[src/rtl/timestamp_unit.sv]
// timestamp_unit: free-running time counter with prescaler, short-time wrap
// pulse, and NCH independent capture channels using a valid/ready handshake.
//
// Ports:
//   clk       - sole clock, all state updates on posedge
//   rst_n     - synchronous active-low reset
//   en        - prescaler/counter advance enable
//   load      - load counter from load_val (overrides en and tick)
//   load_val  - WIDTH-bit load value
//   trig      - per-channel capture request
//   ts_ready  - per-channel consumer ready
//   ovf_clr   - per-channel overflow flag clear
//   now       - current time counter
//   now_short - low SWIDTH bits of now (combinational)
//   swrap     - one-cycle pulse when an increment wraps now_short to zero
//   ts_valid  - per-channel timestamp held
//   ts_long   - captured timestamps, channel i at [i*WIDTH +: WIDTH]
//   ts_short  - low SWIDTH bits of each captured timestamp
//   ovf       - sticky per-channel dropped-capture flag
module timestamp_unit #(
    parameter int unsigned WIDTH    = 64,
    parameter int unsigned SWIDTH   = 32,
    parameter int unsigned NCH      = 4,
    parameter int unsigned PRESCALE = 1
) (
    input  logic                    clk,
    input  logic                    rst_n,
    input  logic                    en,
    input  logic                    load,
    input  logic [WIDTH-1:0]        load_val,
    input  logic [NCH-1:0]          trig,
    input  logic [NCH-1:0]          ts_ready,
    input  logic [NCH-1:0]          ovf_clr,
    output logic [WIDTH-1:0]        now,
    output logic [SWIDTH-1:0]       now_short,
    output logic                    swrap,
    output logic [NCH-1:0]          ts_valid,
    output logic [NCH*WIDTH-1:0]    ts_long,
    output logic [NCH*SWIDTH-1:0]   ts_short,
    output logic [NCH-1:0]          ovf
);

    localparam int unsigned PW = (PRESCALE > 1) ? $clog2(PRESCALE) : 1;
    localparam logic [PW-1:0] PMAX = PW'(PRESCALE - 1);

    logic [PW-1:0]  pcnt;
    logic           tick;
    logic [NCH-1:0] accept;
    logic [NCH-1:0] drop;
    logic [NCH-1:0] valid_nxt;
    logic [NCH-1:0] ovf_nxt;

    // Tick fires on the last enabled cycle of each prescale period.
    assign tick      = en && (pcnt == PMAX);
    assign now_short = now[SWIDTH-1:0];

    // Prescaler: load restarts the period, en=0 freezes it.
    always_ff @(posedge clk) begin
        if (!rst_n) begin
            pcnt <= '0;
        end else if (load) begin
            pcnt <= '0;
        end else if (en) begin
            pcnt <= tick ? '0 : pcnt + PW'(1);
        end
    end

    // Time counter and short-wrap pulse; a load never produces swrap.
    always_ff @(posedge clk) begin
        if (!rst_n) begin
            now   <= '0;
            swrap <= 1'b0;
        end else begin
            swrap <= tick && !load && (&now[SWIDTH-1:0]);
            if (load) begin
                now <= load_val;
            end else if (tick) begin
                now <= now + WIDTH'(1);
            end
        end
    end

    // Channel handshake: accept into an empty slot or one draining this cycle.
    always_comb begin
        accept    = '0;
        drop      = '0;
        valid_nxt = '0;
        ovf_nxt   = '0;
        accept    = trig & (~ts_valid | ts_ready);
        drop      = trig & ts_valid & ~ts_ready;
        valid_nxt = accept | (ts_valid & ~ts_ready);
        // Set has priority over clear so a drop is never lost.
        ovf_nxt   = drop | (ovf & ~ovf_clr);
    end

    always_ff @(posedge clk) begin
        if (!rst_n) begin
            ts_valid <= '0;
            ovf      <= '0;
            ts_long  <= '0;
        end else begin
            ts_valid <= valid_nxt;
            ovf      <= ovf_nxt;
            for (int i = 0; i < int'(NCH); i++) begin
                if (accept[i]) begin
                    ts_long[i*WIDTH +: WIDTH] <= now;
                end
            end
        end
    end

    // Short timestamps are a view of the captured long values.
    for (genvar g = 0; g < int'(NCH); g++) begin : g_short
        assign ts_short[g*SWIDTH +: SWIDTH] = ts_long[g*WIDTH +: SWIDTH];
    end

endmodule

[config.mk]
export PLATFORM = sky130hd
export DESIGN_NAME = timestamp_unit
export DESIGN_NICKNAME = d
export VERILOG_FILES = /design/src/rtl/timestamp_unit.sv
export SDC_FILE = /design/constraint.sdc
export NUM_CORES = 1
export LEC_CHECK = 0
export ABC_AREA = 0
export BUFFER_PORTS_ARGS = -buffer_cell sky130_fd_sc_hd__buf_2
export CAP_MARGIN = 10
export CORE_AREA = 2 2 223 225
export DETAILED_ROUTE_END_ITERATION = 10
export DIE_AREA = 0 0 225 227
export SLEW_MARGIN = 20
export SYNTH_ARGS = -nofsm -noshare
export SYNTH_HDL_FRONTEND = slang
export SYNTH_SLANG_ARGS = --single-unit
[constraint.sdc]
create_clock -name clk -period 6.5 [get_ports clk]
set_input_delay 0.325 -clock clk [delete_from_list [all_inputs] [get_ports clk]]
set_output_delay 0.325 -clock clk [all_outputs]
set_load 0.005 [all_outputs]
**Word-level counts from Yosys, hierarchy flattened**

Cells that the tools add are included.

- Add/subtract/negate cells: 2
- Reduce and logical (&&, ||, !) cells: 7
- Muxes and demuxes: 3
- Bitwise logic cells: 13

Operators with widths:

| kind | count |
|---|---|
| 64-bit two-way mux | 2 |
| 64-bit by 1-bit adder with 64-bit output, second input constant | 1 |
| 32-bit AND reduction | 1 |
| 4-bit bitwise AND | 5 |
| 4-bit NOT | 3 |
| 4-bit OR | 3 |
| 1-bit logical AND | 3 |
| 1-bit NOT | 2 |
| 2-bit nonzero test | 1 |
| 2-bit OR reduction | 1 |
| 1-bit adder, second input constant | 1 |
| 1-bit logical NOT | 1 |
| 1-bit two-way mux | 1 |

- Bits of input ports: 80
- Logic and storage cells: 34
- Output and inout bits: 489
- Register bits after elaboration: 330

**Logic depth before layout (Yosys ltp)**

Gate-level depths: netlist (run 1).

- Word-level depth: 4
- Gate-level depth with buffers: 7
- Depth with buffers taken out: 6

**Worst setup path after synthesis (run 1)**

Ideal clock, no wire load.

- Path type: register -> register
- From: reg now[1]
- To: reg now[39]
- Cell stages (with the launch flop): 8
- Data arrival time: 2.353 ns
- Path buffers: 2
- Setup time: 0.074 ns
- Period minus slack after synthesis: 2.427 ns
- Slack: 4.073 ns
- Data required time: 6.426 ns
- Cell sequence: dfxtp_1 clkbuf_2 and4b_1 or4b_4 or4_4 buf_6 or3_1 a31oi_1

- Cells in the longest elaborated chain, start to end: 3

Ends and longest elaborated chain:

| what | RTL line | text |
|---|---|---|
| start, declared | 34 | `output logic [WIDTH-1:0] now,` |
| start signal, assigned | 76 | `now <= load_val;` |
| start signal, assigned | 78 | `now <= now + WIDTH'(1);` |
| 64-bit by 1-bit adder with 64-bit output | 78 |  |
| 64-bit two-way mux | 77 | `end else if (tick) begin` |
| 64-bit two-way mux | 75 | `if (load) begin` |

Every way passes these cells. The select of a mux whose other input is x is not followed.
A chain may end at the register's enable or synchronous reset.

**Worst setup path after layout (run 1)**

- From: in en
- To: reg now[50]

- Cells in the longest elaborated chain, start to end: 2

Ends and longest elaborated chain:

| what | RTL line | text |
|---|---|---|
| start, declared | 28 | `input logic en,` |
| 1-bit logical AND | 54 | `assign tick = en && (pcnt == PMAX);` |
| 2-bit nonzero test (no line) | n/a |  |

Every way passes these cells.

==> results.ini, run 1 <==
[run_status]
status = completed

[yosys]
ys_ff_latch = 330
async_flop_share_pct = 0
synthFlopType = dfxtp_1
yosys_warnings = 0
synth_compound_area_share_pct = 18.7
synth-xor-area-share_pct = 1.99
yosys.area_share.simple_pct = 22.3
synthMuxAreaShare_pct = 0
syn_inst = 1846
synth_area_per_cell_um2 = 8.10
synth_cell_type_count = 48
synth-edff-count = 0
ys_seq_area_share_pct = 44.2
syn_nets = 1927
synth_top_family_by_area = simple AND/OR/NAND/NOR gates
synth.cell_area_um2 = 15000
synth_adder_area_share_pct = 0.0837

[timing]
worst_slack_ns = 3.17
fin_crit_ns = 3.33
grt_setup_unrepaired = no
worst_slew_pin_slew_ns = 1.08
slew_headroom_pct = 28.0
clock_skew_ns = 0.00948
slew_violations = 0
setup_tns_ns = 0
setup_viol = 0
finalHoldViolCount = 0
fin_crit_sh_pct = 51.3
max_freq_mhz = 300

[grt]
antenna_found_initial = 17
grt_pass1_wl_mm = 86.2
overflow = 0
first_global_vias = 13000
grt_max_degree = 119
grt_usage_pct = 22.7

[routing]
drt-initial-drc-count = 741
wirelength_mm = 60.9
drc = 0
antenna_left = 0
wire_per_inst_um = 21.7
viasPerCell = 4.98
num_vias = 14000
drt_pass1_iterations = 5

[placed_design]
gp_congestion = 0.839
dp_cells = 2721
io_buffers = 568
dpl_worst_slack_ns = 3.32
dp_hpwl_mm = 42.9

[floorplan]
die_y_um = 227
initial_core_util_pct = 30.8
fp.dieW_um = 225
die_area_um2 = 51100
io_pins = 569
rows = 81
core_area_um2 = 48500

[cts]
cts_made_buffers = 40
cts_root_buf = clkbuf_16
worstSkewPairLatency_ns = 0.56
cts_setup_buffers = 0
cts_sinks = 330
cts_resized = 0
cts.path.max_buffers = 3
cts_tree = done
cts_max_level = 2
holdBufCountCts = 6
path_clk_slew_ns = 0.06

[critical_path]
crit_cells = 7
critical_path.cell_chain = dlygate4sd3_1 -> buf_2 -> nor2b_1 -> nand2_1 -> or3_1 -> or4_1 -> a31oi_1
slowest_delay_ns = 0.74
critPathRequiredTime_ns = 6.98
cp_num_buf_inv = 2
critical_path_class = input pin to register
crit_arrival_ns = 3.81
startpoint_type = input pin
rr_startpoint = now[9]
end_kind = register
slowest_stage = nor2b_1
crit_family = simple AND/OR/NAND/NOR gates
path_max_fanout = 12
cp-startpoint = en
reg2reg_depth = 5

[cells_and_area]
fill_cells = 5010
fin_cells = 2806
drive_gt1_share_pct = 30.5
area_growth_pct = 22.3
layout_common_cells = 567 x buf_2, 558 x nand2_1, 330 x dfxtp_1
fin_util_pct = 37.7
nets = 2228
final_common_cell = buf_2

[power_and_ir_drop]
ir_drop_mv = 0.176
leakage_nw = 8.00
p_per_area_nw_per_um2 = 276

[min_path]
min_path_type = input pin to register
hold_path_depth = 3
min_from = load_val[24]

[flow_run]
drv_cap = 0

synth_stat cells (12+ instances only):
| library cell | count | area share, % |
|---|---|---|
| nor3_1 | 14 | 0.47 |
| or4_1 | 15 | 0.75 |
| xnor2_1 | 21 | 1.2 |
| buf_1 | 14 | 0.35 |
| a21oi_1 | 27 | 0.90 |
| nand3_1 | 17 | 0.57 |
| or3_1 | 14 | 0.59 |
| nand2_1 | 558 | 14 |
| clkbuf_1 | 126 | 3.2 |
| nor4_1 | 17 | 0.71 |
| nand4_1 | 29 | 1.2 |
| buf_4 | 164 | 8.2 |
| buf_2 | 21 | 0.70 |
| o21ai_0 | 59 | 2.0 |
| dfxtp_1 | 330 | 44 |
| xor2_1 | 13 | 0.76 |
| a21boi_0 | 257 | 13 |
| nor2_1 | 12 | 0.30 |
| a31oi_1 | 18 | 0.75 |
| nand2b_1 | 18 | 0.75 |
| nor2b_1 | 19 | 0.80 |
per-layer routing:
layer  track usage (%)  wire (um)
met4              8.87       1910
met2              37.9      29000
met5                 0        106
met1              28.0      25500
met3              5.82       4350
registers in the layout (all words and copies together), names as in the netlist:
| name | count |
|---|---|
| pcnt | 1 |
| ovf | 4 |
| ts_valid | 4 |
| swrap | 1 |
| now | 64 |
| ts_long | 256 |
per-stage QoR:
stage | power [mW] | area [um^2] | hold slack, ns
after floorplan | 2.56 | 15000 | 0.401
after CTS | 5.12 | 18300 | 0.00459
after global routing | 5.26 | 18300 | 0.0327
after global placement | 2.81 | 16800 | 0.451
final | 5.05 | 18300 | 0.0395
after detailed placement | 2.82 | 16900 | 0.457
final timing paths:
path                                    end  slack (ns)
worst max-delay path                now[50]        3.17
worst min-delay path                now[24]        0.04
worst max register to register      now[56]        3.33
worst min register to register  ts_long[56]        0.46
cells by family (layout without fill, tap and decap cells):
kind of cell             count (synthesis)  after routing
AO/OA/AOI/OAI                          398            398
buffers and inverters                  332            662
flip-flops                             330            330
other                                    0              8
adder cells (fa/ha/maj)                  1              1
AND/OR/NAND/NOR                        751            751
XOR/XNOR                                34             34
final cells by class:
type | count | area (um^2) | area share (%)
Clock buffer | 55 | 1190 | 6.50
Inverter | 4 | 15.0 | 0.0821
Clock inverter | 16 | 149 | 0.815
Antenna cell | 8 | 20.0 | 0.110
Tap cell | 622 | 778 | 4.26
Multi-Input combinational cell | 1184 | 6490 | 35.5
Timing Repair Buffer | 587 | 3030 | 16.6
Sequential cell | 330 | 6610 | 36.1
worst register-to-register path: stages, from the launching register on:
cell and delay (ns):
dfxtp_1 0.55, nand4_1 0.46, or4_1 0.92, or4_1 0.68, nor4b_1 0.33, nor3_1 0.10
report_power, final:
| group | internal (mW) | switching, mW |
|---|---|---|
| clock | 1.36 | 0.924 |
| combinational | 0.208 | 0.295 |
| sequential | 2.12 | 0.150 |
(Power assumes the default switching activity.)
==> run 2: changes to the inputs <==
==> constraint.sdc (replaced) <==
create_clock -name clk -period 3.4 [get_ports clk]
set_input_delay 0.17 -clock clk [delete_from_list [all_inputs] [get_ports clk]]
set_output_delay 0.17 -clock clk [all_outputs]
set_load 0.005 [all_outputs]
==> results.ini, run 2 (synthesis gave the netlist of run 1 again) <==
[run_status]
status = completed

[grt]
grt_max_degree = 171  ; +44%
grt_pass1_wl_mm = 88.8  ; +3.0%
first_global_vias = 13500  ; +3.9%
antenna_found_initial = 9  ; -8
grt_usage_pct = 23.3  ; +0.60 points
overflow = 0  ; unchanged

[flow_run]
drv_cap = 0  ; unchanged

[floorplan]
initial_core_util_pct = 30.8  ; unchanged
io_pins = 569  ; unchanged
core_area_um2 = 48500  ; unchanged
die_area_um2 = 51100  ; unchanged
fp.dieW_um = 225  ; unchanged
rows = 81  ; unchanged
die_y_um = 227  ; unchanged

[timing]
fin_crit_ns = 2.80
fin_crit_sh_pct = 82.3
slew_violations = 0  ; unchanged
setup_viol = 0  ; unchanged
finalHoldViolCount = 0  ; unchanged
max_freq_mhz = 357
setup_tns_ns = 0  ; unchanged
grt_setup_unrepaired = no
slew_headroom_pct = 39.3  ; +11 points
worst_slew_pin_slew_ns = 0.909  ; -0.171 ns
hold_slack_ns = 0.0299  ; -0.00968 ns
clock_skew_ns = 0.0174  ; +0.00790 ns

[critical_path]
cp-startpoint = now[10]
crit_end = now[56]
reg2reg_depth = 7  ; +2
slowest_delay_ns = 0.62  ; -0.12 ns
critical_path_class = register to register
end_kind = register
reg2reg_slack_ns = 0.60  ; -2.73 ns
slowest_stage = or4_1
crit_arrival_ns = 3.24  ; -0.57 ns
critical_path.cell_chain = nand4_1 -> buf_4 -> or4_1 -> buf_4 -> or4_1 -> nor4b_1 -> nor3_1
startpoint_type = register
r2r_end = now[56]
path_max_fanout = 14  ; +2
critPathRequiredTime_ns = 3.84  ; -3.14 ns
rr_startpoint = now[10]

[routing]
wire_per_inst_um = 21.5  ; -1.1%
antenna_left = 0  ; unchanged
drc = 0  ; unchanged
viasPerCell = 4.93  ; -0.89%
drt_pass1_iterations = 5  ; unchanged
drt-initial-drc-count = 973  ; +31%
wirelength_mm = 62.5  ; +2.6%
num_vias = 14300  ; +2.8%

[cells_and_area]
regMostFlops = ts_long
nets = 2336  ; +4.8%
reg_top3 = ts_long (256), now (64)
fill_cells = 4932  ; -1.6%
final_common_cell = buf_2
drive_gt1_share_pct = 30.8  ; +0.28 points
area_growth_pct = 29.7
largest_reg_flops = 256  ; unchanged
layout_common_cells = 567 x buf_2, 558 x nand2_1, 330 x dfxtp_1

[power_and_ir_drop]
ir_drop_mv = 0.329  ; +87%
leakage_nw = 8.55  ; +6.9%
p_per_area_nw_per_um2 = 524  ; +89%

[cts]
cts_root_buf = clkbuf_16
cts_sinks = 330  ; unchanged
worstSkewPairLatency_ns = 0.56  ; about the same
cts_made_buffers = 39  ; -2.5%
cts_max_level = 2  ; unchanged
cts_tree = done
cts.path.max_buffers = 3  ; unchanged
path_clk_slew_ns = 0.06  ; about the same

[min_path]
min_path_type = input pin to register
hold_path_depth = 3  ; unchanged

[placed_design]
dp_hpwl_mm = 44.3  ; +3.2%
gp_congestion = 0.848  ; +1.1%
io_buffers = 568  ; unchanged

## run 2: worst max-delay path, delay by kind of cell, from the launching register on
kind / cells / cell delay, ns
buffers and inverters: 2 / 0.40
flip-flops: 1 / 0.58
AND/OR/NAND/NOR: 5 / 1.69
## run 2: metrics by stage
step                setup slack, ns  area, um^2  util (%)  power [mW]  std cells
CTS                           0.615       19400      39.9        10.3       2905
global placement              0.673       17200      35.5        5.44       2763
detailed placement            0.621       17200      35.5        5.45       2763
global route                  0.469       19400      39.9        10.5       2908
finish                        0.602       19400      39.9        10.2       2910
floorplan                     0.973       15000         -        4.90       1846
## run 2: routing by layer
layer / vias to the layer above / global-route usage, % / routed length (um) / share of wire (%)
met5: - / 0 / 55 / 0.088
met4: 8 / 7.65 / 1990 / 3.2
met3: 108 / 5.20 / 4080 / 6.5
met2: 567 / 39.2 / 29700 / 47
met1: 6882 / 29.6 / 26700 / 43
li1: 6784 / - / - / -
## run 2: power by group
part	total [mW]	internal (mW)	switching [mW]	leakage, nW
Combinational	1.17	0.488	0.682	5.15
Sequential	4.26	4.05	0.210	2.70
Clock	4.72	2.96	1.77	0.705
## run 2: repair_timing
item / 4_1_cts / 5_1_grt
hold buffers: 73 / 0
gates resized for setup: 0 / 0
setup endpoints to repair: 0 / 0
setup buffers: 0 / 0
hold endpoints to repair: 67 / 0
## run 2: worst min-delay path by stage
| stage | startpoint | end | slack, ns |
|---|---|---|---|
| finish | load_val[31] | now[31] | 0.03 |
| global placement | en | pcnt | 0.38 |
| global route | load_val[31] | now[31] | 0.05 |
| CTS | load_val[31] | now[31] | 0.001 |
| detailed placement | en | pcnt | 0.39 |
| floorplan | en | pcnt | 0.25 |
## run 2: cell type report
type,instances,area [um^2],area share [%]
clock buffer,52,1140,5.86
sequential,330,6610,34.1
timing repair buffer,696,4060,20.9
antenna,5,12.5,0.0645
multi-input combinational,1184,6490,33.5
inverter,4,15.0,0.0774
tap,622,778,4.01
clock inverter,17,295,1.52
